$ cat src/rtl/seqgen_tx_if.sv
// Command/serial-output bundle for seqgen_tx: the controller side drives the
// transfer request, the transmitter side returns the serial stream and status.
interface seqgen_tx_if #(
    parameter int MAX_LEN = 16
);
    localparam int LW = $clog2(MAX_LEN + 1);

    logic               start;
    logic [1:0]         pat_sel;
    logic [MAX_LEN-1:0] custom_pat;
    logic [LW-1:0]      custom_len;
    logic [3:0]         rpt;
    logic               x;
    logic               valid;
    logic               last;
    logic               busy;
    logic               done;

    modport master (
        output start, pat_sel, custom_pat, custom_len, rpt,
        input  x, valid, last, busy, done
    );

    modport slave (
        input  start, pat_sel, custom_pat, custom_len, rpt,
        output x, valid, last, busy, done
    );
endinterface

$ cat src/rtl/seqgen_tx.sv
// Serial pattern transmitter: sends 0110, 1010, 01101010 or a custom pattern
// MSB first, rpt+1 times. Define SEQGEN_GAP_EN for one idle cycle between repetitions.
module seqgen_tx #(
    parameter int   MAX_LEN  = 16,
    parameter logic IDLE_BIT = 1'b0
) (
    input logic        clk,
    input logic        rst,
    seqgen_tx_if.slave bus
);
    localparam int LW = $clog2(MAX_LEN + 1);

`ifdef SEQGEN_GAP_EN
    typedef enum logic [1:0] {S_IDLE = 2'd0, S_SEND = 2'd1, S_FIN = 2'd2, S_GAP = 2'd3} state_t;
`else
    typedef enum logic [1:0] {S_IDLE = 2'd0, S_SEND = 2'd1, S_FIN = 2'd2} state_t;
`endif

    state_t             r_state, w_state_next;
    logic [MAX_LEN-1:0] r_cap, w_cap_next;
    logic [MAX_LEN-1:0] r_shift, w_shift_next;
    logic [LW-1:0]      r_len, w_len_next;
    logic [LW-1:0]      r_bitcnt, w_bitcnt_next;
    logic [3:0]         r_rptcnt, w_rptcnt_next;
    logic               r_x, w_x_next;
    logic               r_valid, w_valid_next;
    logic               r_last, w_last_next;
    logic               r_busy, w_busy_next;
    logic               r_done, w_done_next;

    logic [MAX_LEN-1:0] w_acc_pat;
    logic [LW-1:0]      w_acc_len;
    logic               w_do_load;
    logic [MAX_LEN-1:0] w_load_pat;
    logic [LW-1:0]      w_load_len;

    // Patterns are stored left-aligned so the next bit is always the MSB.
    always_comb begin
        w_acc_pat = '0;
        w_acc_len = '0;
        case (bus.pat_sel)
            2'b00: begin
                w_acc_pat = {4'b0110, {(MAX_LEN-4){1'b0}}};
                w_acc_len = LW'(4);
            end
            2'b01: begin
                w_acc_pat = {4'b1010, {(MAX_LEN-4){1'b0}}};
                w_acc_len = LW'(4);
            end
            2'b11: begin
                w_acc_pat = {8'b01101010, {(MAX_LEN-8){1'b0}}};
                w_acc_len = LW'(8);
            end
            default: begin
                w_acc_len = (bus.custom_len > LW'(MAX_LEN)) ? LW'(MAX_LEN) : bus.custom_len;
                w_acc_pat = bus.custom_pat << (LW'(MAX_LEN) - w_acc_len);
            end
        endcase
    end

    always_comb begin
        w_state_next  = r_state;
        w_cap_next    = r_cap;
        w_shift_next  = r_shift;
        w_len_next    = r_len;
        w_bitcnt_next = r_bitcnt;
        w_rptcnt_next = r_rptcnt;
        w_x_next      = IDLE_BIT;
        w_valid_next  = 1'b0;
        w_last_next   = 1'b0;
        w_busy_next   = 1'b0;
        w_done_next   = 1'b0;
        w_do_load     = 1'b0;
        w_load_pat    = r_cap;
        w_load_len    = r_len;

        case (r_state)
            S_IDLE, S_FIN: begin
                w_state_next = S_IDLE;
                if (bus.start) begin
                    w_cap_next    = w_acc_pat;
                    w_len_next    = w_acc_len;
                    w_rptcnt_next = bus.rpt;
                    if (w_acc_len == '0) begin
                        w_state_next = S_FIN;
                        w_done_next  = 1'b1;
                    end else begin
                        w_do_load  = 1'b1;
                        w_load_pat = w_acc_pat;
                        w_load_len = w_acc_len;
                    end
                end
            end
            S_SEND: begin
                if (r_bitcnt != '0) begin
                    w_x_next      = r_shift[MAX_LEN-1];
                    w_shift_next  = r_shift << 1;
                    w_bitcnt_next = r_bitcnt - LW'(1);
                    w_last_next   = (r_bitcnt == LW'(1));
                    w_valid_next  = 1'b1;
                    w_busy_next   = 1'b1;
                end else if (r_rptcnt != 4'd0) begin
                    w_rptcnt_next = r_rptcnt - 4'd1;
`ifdef SEQGEN_GAP_EN
                    w_state_next  = S_GAP;
                    w_busy_next   = 1'b1;
`else
                    w_do_load     = 1'b1;
`endif
                end else begin
                    w_state_next = S_FIN;
                    w_done_next  = 1'b1;
                end
            end
`ifdef SEQGEN_GAP_EN
            S_GAP: w_do_load = 1'b1;
`endif
            default: w_state_next = S_IDLE;
        endcase

        // Start of a repetition: first bit goes straight to the output register.
        if (w_do_load) begin
            w_state_next  = S_SEND;
            w_x_next      = w_load_pat[MAX_LEN-1];
            w_shift_next  = w_load_pat << 1;
            w_bitcnt_next = w_load_len - LW'(1);
            w_last_next   = (w_load_len == LW'(1));
            w_valid_next  = 1'b1;
            w_busy_next   = 1'b1;
        end
    end

    always_ff @(posedge clk or negedge rst) begin
        if (!rst) begin
            r_state  <= S_IDLE;
            r_cap    <= '0;
            r_shift  <= '0;
            r_len    <= '0;
            r_bitcnt <= '0;
            r_rptcnt <= '0;
            r_x      <= IDLE_BIT;
            r_valid  <= 1'b0;
            r_last   <= 1'b0;
            r_busy   <= 1'b0;
            r_done   <= 1'b0;
        end else begin
            r_state  <= w_state_next;
            r_cap    <= w_cap_next;
            r_shift  <= w_shift_next;
            r_len    <= w_len_next;
            r_bitcnt <= w_bitcnt_next;
            r_rptcnt <= w_rptcnt_next;
            r_x      <= w_x_next;
            r_valid  <= w_valid_next;
            r_last   <= w_last_next;
            r_busy   <= w_busy_next;
            r_done   <= w_done_next;
        end
    end

    assign bus.x     = r_x;
    assign bus.valid = r_valid;
    assign bus.last  = r_last;
    assign bus.busy  = r_busy;
    assign bus.done  = r_done;
endmodule

$ cat src/flat_wrapper.sv
// flat-port wrapper written by rule: the top's interface ports become plain ports
module seqgen_tx_flat 
#(
    parameter int   MAX_LEN  = 16,
    parameter logic IDLE_BIT = 1'b0
)
  (clk, rst, bus_start, bus_pat_sel, bus_custom_pat, bus_custom_len, bus_rpt, bus_x, bus_valid, bus_last, bus_busy, bus_done);
  seqgen_tx_if #(.MAX_LEN(MAX_LEN)) bus_i ();
  input logic clk;
  input logic rst;
  input wire logic [$bits(bus_i.start)-1:0] bus_start;
  input wire logic [$bits(bus_i.pat_sel)-1:0] bus_pat_sel;
  input wire logic [$bits(bus_i.custom_pat)-1:0] bus_custom_pat;
  input wire logic [$bits(bus_i.custom_len)-1:0] bus_custom_len;
  input wire logic [$bits(bus_i.rpt)-1:0] bus_rpt;
  output wire logic [$bits(bus_i.x)-1:0] bus_x;
  output wire logic [$bits(bus_i.valid)-1:0] bus_valid;
  output wire logic [$bits(bus_i.last)-1:0] bus_last;
  output wire logic [$bits(bus_i.busy)-1:0] bus_busy;
  output wire logic [$bits(bus_i.done)-1:0] bus_done;
  assign bus_i.start = bus_start;
  assign bus_i.pat_sel = bus_pat_sel;
  assign bus_i.custom_pat = bus_custom_pat;
  assign bus_i.custom_len = bus_custom_len;
  assign bus_i.rpt = bus_rpt;
  assign bus_x = bus_i.x;
  assign bus_valid = bus_i.valid;
  assign bus_last = bus_i.last;
  assign bus_busy = bus_i.busy;
  assign bus_done = bus_i.done;
  seqgen_tx #(.MAX_LEN(MAX_LEN), .IDLE_BIT(IDLE_BIT)) u_core (.clk(clk), .rst(rst), .bus(bus_i));
endmodule
$ cat config.mk
export PLATFORM = sky130hd
export DESIGN_NAME = seqgen_tx_flat
export DESIGN_NICKNAME = d
export VERILOG_FILES = /design/src/rtl/seqgen_tx_if.sv /design/src/rtl/seqgen_tx.sv /design/src/flat_wrapper.sv
export SDC_FILE = /design/constraint.sdc
export NUM_CORES = 1
export LEC_CHECK = 0
export BUFFER_PORTS_ARGS = -buffer_cell sky130_fd_sc_hd__buf_4
export CORE_MARGIN = 8
export CORE_UTILIZATION = 60
export DETAILED_ROUTE_END_ITERATION = 10
export GPL_TIMING_DRIVEN = 1
export HOLD_SLACK_MARGIN = 0.02
export PLACE_DENSITY = 0.81
export SLEW_MARGIN = 20
export SYNTH_ARGS = -nofsm -noshare
export SYNTH_HDL_FRONTEND = slang
export SYNTH_SLANG_ARGS = --single-unit
$ cat constraint.sdc
create_clock -name clk -period 6.05 [get_ports clk]
set_input_delay 0.3025 -clock clk [delete_from_list [all_inputs] [get_ports clk]]
set_output_delay 0.3025 -clock clk [all_outputs]
set_load 0.005 [all_outputs]
==> impl_summary.md, run 1 <==
Run status
The flow ran to the end, and the final reports show no timing, DRC or antenna violations.

Global routing
The global routing usage summed across all routing layers is 21.8%. The initial antenna violation count is 0. The wire length of the first global-routing pass is 15.7 mm. Global routing finished with a remaining overflow of 0.

The largest net degree at the start of global routing is 52. The via count of the first global-routing pass was 3121. For met2 alone, demand over resource in global routing was 35.2%. The layer flagged by global routing as most heavily used is met2. In the global route stage, met3 resource usage came out at 3.02%. For met1 alone, demand over resource in global routing was between 20% and 30%.

STA
The hold violation total from the final report came to 0. The number of endpoints failing setup at the final stage is 0. Headroom to the max-slew limit came out at 35.0%. Setup total negative slack on the finished layout was measured at 0 ps. The number of max-slew violations in the final report came to 0. Setup repair after global routing left no endpoint under its margin. The final critical path takes up 48.7% of the cycle. The final setup skew is a little under 5 ps. The transition time of the tightest slew-check pin is 969 ps. The upper clock frequency limit is between 300 and 400 MHz. For the finished layout, the period the worst path requires is around 3000 ps.

Drt
The mean number of vias per cell is 6.58. The count of vias placed by the detailed router is 3389. The detailed router finished its first iteration with 352 violations. The first detailed-routing pass took 5 iterations. The number of remaining DRC errors is 0.

In this run the remaining antenna-violating nets after routing total 0. The overall routed net length is 9.39 mm. After detailed routing, the average wire length per cell comes to 18.2 um.

Worst setup path
The largest fanout on the critical path is 17. The worst setup path is of the in -> reg kind. The worst register-to-register path ends at u_core.r_shift[8]$_DFFE_PN0P_. The worst setup path is captured at a register. The startpoint identified for the worst register-to-register timing path is u_core.r_bitcnt[0]$_DFFE_PN0P_. The type of element launching the critical path is an input pin. The worst reg2reg path depth is 8. The internal reg-to-reg setup slack is 3400 ps. Data on the critical path is required at its endpoint by 6230 ps. For the worst setup path, the data arrival time is 3130 ps.

Die
The floorplan step defined a die boundary enclosing 8950 um2. The die extent in x is 94.6 um. The core box area is between 5000 and 6000 um2. Pin placement for this block handled 35 I/O pins.

The placement row count is 28. From bottom edge to top edge, the die measures 94.6 um. For this configuration, the core starts out at a cell density of 62.2%.

Power and ir drop
The maximum vdd drop is 0.245 mV. The analysis attributes to cell leakage a power of around 1.8 nW. The total power draw is ~0.0015 W. The power per cell area is 363 nW/um2.

Placement
The final RePlAce weighted congestion is 0.950. Input and output buffers added on the ports amount to 34. The number of placed instances, taps included, is 507. The wire-length estimate of the detail-placed layout is 6.87 mm.

Clock network
CTS saw 51 sinks. The clock passes through at most 2 buffers. The number of setup buffers added after CTS is 0.

The hold-fix buffer count after cts is 0. Clock-pin slew was measured on the worst setup and hold paths at 90 ps. The number of clock buffers added by TritonCTS is 5. The tree is rooted in a sky130_fd_sc_hd__clkbuf_8.

The clock latency on the worst-skew pair is approximately 300 ps. TritonCTS built the clock tree. The number of gates resized after cts is 0. The CTS H-tree depth is 2.

Layout
The non-filler instance count after layout is 515. The layout overhead on the synthesized area is 9.66%. The fraction of final layout cells sized beyond drive strength 1 is 15.7%. At the end of the flow, the number of nets in the layout was 479. The repair_antennas step left the layout with diodes totalling 0.

Logic synthesis
After technology mapping, the gate count stands at 423. When the netlist entered floorplanning its net count stood at 463. The number of flip-flops and latches in the synthesized netlist is slightly above 50.

The top flip-flop cell by instance count after synthesis is sky130_fd_sc_hd__dfrtp_1. The async set-or-reset flop fraction in the synthesized netlist is between 90% and 100%. In this run, distinct cell masters in the synthesized netlist total 67.

The post-synthesis average cell area is 8.76 um2. The total number of yosys warnings is 0. Yosys mapped a number of flops with a built-in enable equal to 0. After synthesis the cells add up to 3710 um2. Sequential cells were found to cover 34.4% of the synthesized design area.

Flow run
The max-cap violation count is 0.

Worst hold path
The classification of the worst-slack hold path is in -> async.
-- cells by family (layout without fill, tap and decap cells) --
logic type | count (synthesis) | in the layout | share of synthesized area, %
AOI/OAI and AO/OA | 116 | 116 | 21.4
muxes | 29 | 29 | 10.7
DFF | 51 | 51 | 34.4
buffers and inverters | 45 | 62 | 5.87
adders and majority gates | 10 | 10 | 3.38
xor gates and xnor gates | 7 | 7 | 1.65
and+or+nand+nor | 165 | 165 | 22.6
-- registers in the layout, summed over array words and instances (netlist names) --
signal	flops
u_core.r_rptcnt	4
u_core.bus.valid	1
u_core.bus.done	1
u_core.bus.x	1
u_core.r_state	2
u_core.r_shift	15
u_core.bus.last	1
u_core.r_cap	16
u_core.r_bitcnt	5
u_core.r_len	5
-- routing by layer --
layer  up-vias  routed length [um]
li1       1589                   -
met1      1616                4050
met2       158                4500
met3        26                 568
met4         0                 269
met5         -                   0
-- power breakdown --
group          switching, W  internal [W]  leakage [nW]
logic              0.000393      0.000277          1.09
clock network      0.000111      0.000165        0.0654
registers         0.0000730      0.000455         0.659
total              0.000577      0.000897          1.81
-- layout make-up --
cell class	instances	area (um2)
multi-input combinational	327	2210
clock buffer	6	72.6
sequential	51	1280
clock inverter	2	60.1
inverter	15	56.3
fill	480	1890
timing repair buffer	39	293
tap	75	93.8
-- critical path, stage by stage --
cell and delay, ps:
sky130_fd_sc_hd__buf_4 120, sky130_fd_sc_hd__inv_1 80, sky130_fd_sc_hd__ha_1 450, sky130_fd_sc_hd__or4b_1 540, sky130_fd_sc_hd__o211ai_2 650, sky130_fd_sc_hd__a21oi_1 260
sky130_fd_sc_hd__ha_1 280, sky130_fd_sc_hd__o211ai_1 100, sky130_fd_sc_hd__nor4_1 90, sky130_fd_sc_hd__xnor2_1 170, sky130_fd_sc_hd__o21ai_0 80
-- cells in the final DEF (no fill, tap or decap), types with 4 or more instances in the layout --
| cell | n |
|---|---|
| sky130_fd_sc_hd__mux2_2 | 5 |
| sky130_fd_sc_hd__mux2i_1 | 16 |
| sky130_fd_sc_hd__a211oi_1 | 5 |
| sky130_fd_sc_hd__nor2b_1 | 9 |
| sky130_fd_sc_hd__nand3_1 | 12 |
| sky130_fd_sc_hd__nand2b_1 | 8 |
| sky130_fd_sc_hd__mux4_2 | 8 |
| sky130_fd_sc_hd__xnor2_1 | 6 |
| sky130_fd_sc_hd__a311o_1 | 5 |
| sky130_fd_sc_hd__nor3_1 | 12 |
| sky130_fd_sc_hd__o21ai_0 | 32 |
| sky130_fd_sc_hd__a222oi_1 | 4 |
| sky130_fd_sc_hd__buf_4 | 39 |
| sky130_fd_sc_hd__a31oi_1 | 5 |
| sky130_fd_sc_hd__ha_1 | 10 |
| sky130_fd_sc_hd__nand2_1 | 61 |
| sky130_fd_sc_hd__or3_1 | 4 |
| sky130_fd_sc_hd__nor2_1 | 29 |
| sky130_fd_sc_hd__dfrtp_1 | 51 |
| sky130_fd_sc_hd__inv_1 | 14 |
| sky130_fd_sc_hd__a21oi_1 | 17 |
| sky130_fd_sc_hd__o31ai_1 | 7 |
| sky130_fd_sc_hd__clkbuf_8 | 5 |
| sky130_fd_sc_hd__o221ai_1 | 5 |
| sky130_fd_sc_hd__a311oi_1 | 4 |
-- synth_stat cells (all sizes together), types with 7 or more instances --
cell type | n | area share (%)
nand2 | 62 | 6.5
nand2b | 8 | 1.4
inv | 15 | 1.5
mux2i | 16 | 4.3
a21oi | 17 | 2.3
nor2b | 9 | 1.5
buf | 16 | 2.9
clkbuf | 14 | 1.4
mux4 | 8 | 4.9
o31ai | 7 | 1.4
nand3 | 12 | 1.6
ha | 10 | 3.4
o21ai | 35 | 4.7
nor2 | 30 | 3.2
dfrtp | 51 | 34
nor3 | 12 | 1.6
-- worst max-delay path by stage --
stage / end / slack, ps / from / cells past startpoint
floorplan: u_core.r_cap[14]$_DFFE_PN0P_ / 3210 / bus_custom_len[0] / 13
global placement: u_core.r_cap[14]$_DFFE_PN0P_ / 2960 / bus_custom_len[4] / 8
detailed placement: u_core.r_bitcnt[4]$_DFFE_PN0P_ / 2860 / bus_pat_sel[0] / 11
CTS: u_core.r_bitcnt[4]$_DFFE_PN0P_ / 3180 / bus_pat_sel[0] / 11
global route: u_core.r_cap[14]$_DFFE_PN0P_ / 2950 / bus_custom_len[4] / 8
finish: u_core.r_bitcnt[4]$_DFFE_PN0P_ / 3110 / bus_pat_sel[0] / 11
-- through the flow --
stage                     utilization [%]  cell area (um2)  hold WS [ps]  worst slack (ps)
after floorplan                         -             3710          6.91              3210
after global placement               66.0             3930           357              2960
after detailed placement             66.0             3930           358              2860
after CTS                            68.2             4060          27.8              3180
after global routing                 68.2             4060          52.2              2950
final                                68.2             4060          11.1              3110
(Power assumes the default switching activity.)
==> run 2: changes to the inputs <==
- clock period: 6.05 -> 3 ns (I/O delays scaled with it)
==> run 2 against run 1 <==
Worst setup slack worse by 2700 ps; non-clock buffer count is 9 higher; critical path depth is 3 lower; critical path type is now reg -> reg.
==> impl_summary.md, run 2 (same netlist as run 1, synthesis figures left out) <==
Clock network
The number of buffers added for setup after CTS was 0 (unchanged). The maximum buffer depth of the clock tree is 2 (unchanged). The CTS H-tree depth is 2 (unchanged). The number of sinks driven by the clock tree is 51 (unchanged). The clock tree from TritonCTS is yes. The clock edge transition at the registers on the reported setup and hold paths is 90 ps (about the same). Clock tree synthesis selected as its root buffer the cell sky130_fd_sc_hd__clkbuf_8. The number of gates resized after cts is 0 (unchanged). The total clock buffers created by CTS is 5 (unchanged). The clock latency on the worst-skew pair is 310 ps (about the same).

Run status
The run finished with clean final reports.

Drt
The initial detailed-routing violation count is 346 (-1.7%). The number of nets still failing antenna checks after routing was 0 (unchanged). The overall routed net length is 9.53 mm (+1.6%). The count of vias placed by the detailed router is 3432 (+1.3%).

The mean number of vias per cell was 6.55 (-0.47%). The number of remaining DRC errors is 0 (unchanged). The first-pass iteration count of the detailed router is 5 (unchanged).

The mean routed wirelength per cell is 18.2 um (-0.18%).

Worst setup path
The data required time at the worst endpoint is 3190 ps (-3040 ps). The category of the critical setup timing path is reg -> reg. The delay of the slowest cell on the worst path is 690 ps (+40 ps). On the critical path, the stage with the largest delay is an instance of sky130_fd_sc_hd__or4_4. The largest fanout on the critical path is 19 (+2). The data arrival time of the critical path is 2820 ps (-310 ps).

The worst setup path is captured at a register. Traced cell by cell, the critical path runs through inv_1, ha_1, or3b_1, or4_4, nand2_4, nor2_4, a211oi_1, o21ai_1. The type of element launching the critical path is a register.

Placement
The cell area reported after detailed placement is 3990 um2 (+1.5%). The count of buffers from port buffering is 34 (unchanged). The sum of net half-perimeters after detailed placement is 6.96 mm (+1.3%). The placed cell count is 515 (+1.6%). The final RePlAce weighted congestion was 0.921 (-3.1%).

Global routing
The largest net degree at the start of global routing was 52 (unchanged). The via count of the first global-routing pass came to 3198 (+2.5%). The wire length of the first global-routing pass is 15.9 mm (+1.4%). The aggregate global routing overflow is 0 (unchanged). The global routing usage summed across all routing layers is 22.0% (+0.17 points).

The initial antenna violation count is 0 (unchanged).

STA
Setup repair after global routing left no endpoint under its margin. The routed design could run at a clock period as short as 2630 ps. The final setup skew is 6.51 ps (+1.59 ps). The number of endpoints failing setup at the final stage is 0 (unchanged). The hold violation total from the final report is 0 (unchanged). The number of max-slew violations in the final report was 0 (unchanged). The setup TNS is 0 ps (unchanged). Dividing the final minimum period by the clock period gives 87.7%. The transition time of the tightest slew-check pin is 793 ps (-176 ps).

The headroom to the max-slew limit is 47.1% (+12 points). Static timing analysis puts the maximum clock frequency at about 380 MHz.

Power and ir drop
The leakage power of the design was 1.83 nW (+0.96%). The power per cell area came to 692 nW/um2 (+91%). The maximum vdd drop is 0.402 mV (+64%).

Layout
The flip-flop count of the largest register after layout is 16 (unchanged). The number of fillers in the final layout was 501 (+4.4%). The design area was 4090 um2 (+0.65%). The register name with the most flops is u_core.r_cap.

The layout net count is 488 (+1.9%). Leaving out fill and tap cells, the most frequent cells in the layout are 61 x sky130_fd_sc_hd__nand2_1, 51 x sky130_fd_sc_hd__dfrtp_1, 47 x sky130_fd_sc_hd__buf_4. The non-filler instance count after layout is 524 (+1.7%). The most common cell after layout, fill and taps aside is sky130_fd_sc_hd__nand2_1. The largest registers in the layout are u_core.r_cap (16), u_core.r_shift (15). Relative to the synthesized area, the layout overhead comes to 10.4%. The fraction of final layout cells sized beyond drive strength 1 is 17.4% (+1.7 points).

The diode insertion count for antenna repair came to 0 (unchanged).

Die
The die extent in x is 94.6 um (unchanged). The height of the chip is 94.6 um (unchanged). The full die area was 8950 um2 (unchanged). The core box area was 5960 um2 (unchanged).

The starting utilization of the core area came to 62.2% (unchanged). The placement row count is 28 (unchanged). The count of pins on the block boundary is 35 (unchanged).

Flow run
The max-cap violation count was 0 (unchanged).

Worst hold path
The classification of the worst-slack hold path is in -> reg.
[run 2: power breakdown]
group	switching [W]	internal [W]
clock	0.000236	0.000163
combinational	0.000788	0.000570
sequential	0.000155	0.000917
total	0.00118	0.00165
[run 2: path summary, 6_finish.rpt]
kind	startpoint	cells after the start	end	slack, ps
setup / recovery	u_core.r_bitcnt[0]$_DFFE_PN0P_	8	u_core.r_shift[14]$_DFFE_PN0P_	370
hold / removal	bus_rpt[0]	3	u_core.r_rptcnt[0]$_DFFE_PN0P_	60
setup reg to reg	u_core.r_bitcnt[0]$_DFFE_PN0P_	8	u_core.r_shift[14]$_DFFE_PN0P_	370
hold reg to reg	u_core.r_len[0]$_DFFE_PN0P_	1	u_core.r_len[0]$_DFFE_PN0P_	480
max in group asynchronous	rst	2	u_core.r_cap[10]$_DFFE_PN0P_	2170
min in group asynchronous	rst	2	u_core.bus.done$_DFF_PN0_	400
[run 2: layout make-up]
cell class	instances	area [um2]	share of cell area (%)
Clock buffer	5	68.8	1.68
Inverter	15	56.3	1.38
Timing Repair Buffer	48	363	8.87
Clock inverter	3	20.0	0.489
Tap cell	75	93.8	2.29
Multi-Input combinational cell	327	2210	54.1
Sequential cell	51	1280	31.2
[run 2: what timing repair did]
action	4_1_cts	5_1_grt
hold buffers	1	0
hold endpoints to repair	51	0
setup endpoints to repair	0	0
[run 2: metrics by stage]
step                worst slack [ps]  power [W]  hold WS, ps  util, %
floorplan                        315    0.00206         -146        -
global placement                 418    0.00237          209     67.0
detailed placement               389    0.00242          215     67.0
CTS                              374    0.00282         59.1     68.7
global route                     244    0.00303         98.1     68.7
finish                           369    0.00283         64.6     68.7
[run 2: worst max-delay path, delay by kind of cell (launching register included)]
| kind | cells | cell delay [ps] |
|---|---|---|
| AO/OA/AOI/OAI | 2 | 400 |
| adder cells (fa/ha/maj) | 1 | 220 |
| buffers and inverters | 1 | 100 |
| flip-flops | 1 | 410 |
| AND/OR/NAND/NOR | 4 | 1390 |
[run 2: per-layer routing]
metal	vias up	share of wire, %	global-route usage [%]	wire [um]
li1	1607	-	-	-
met1	1666	44	29.4	4240
met2	140	48	35.7	4600
met3	19	5.4	2.94	518
met4	0	1.9	7.54	180
met5	-	0	0	0
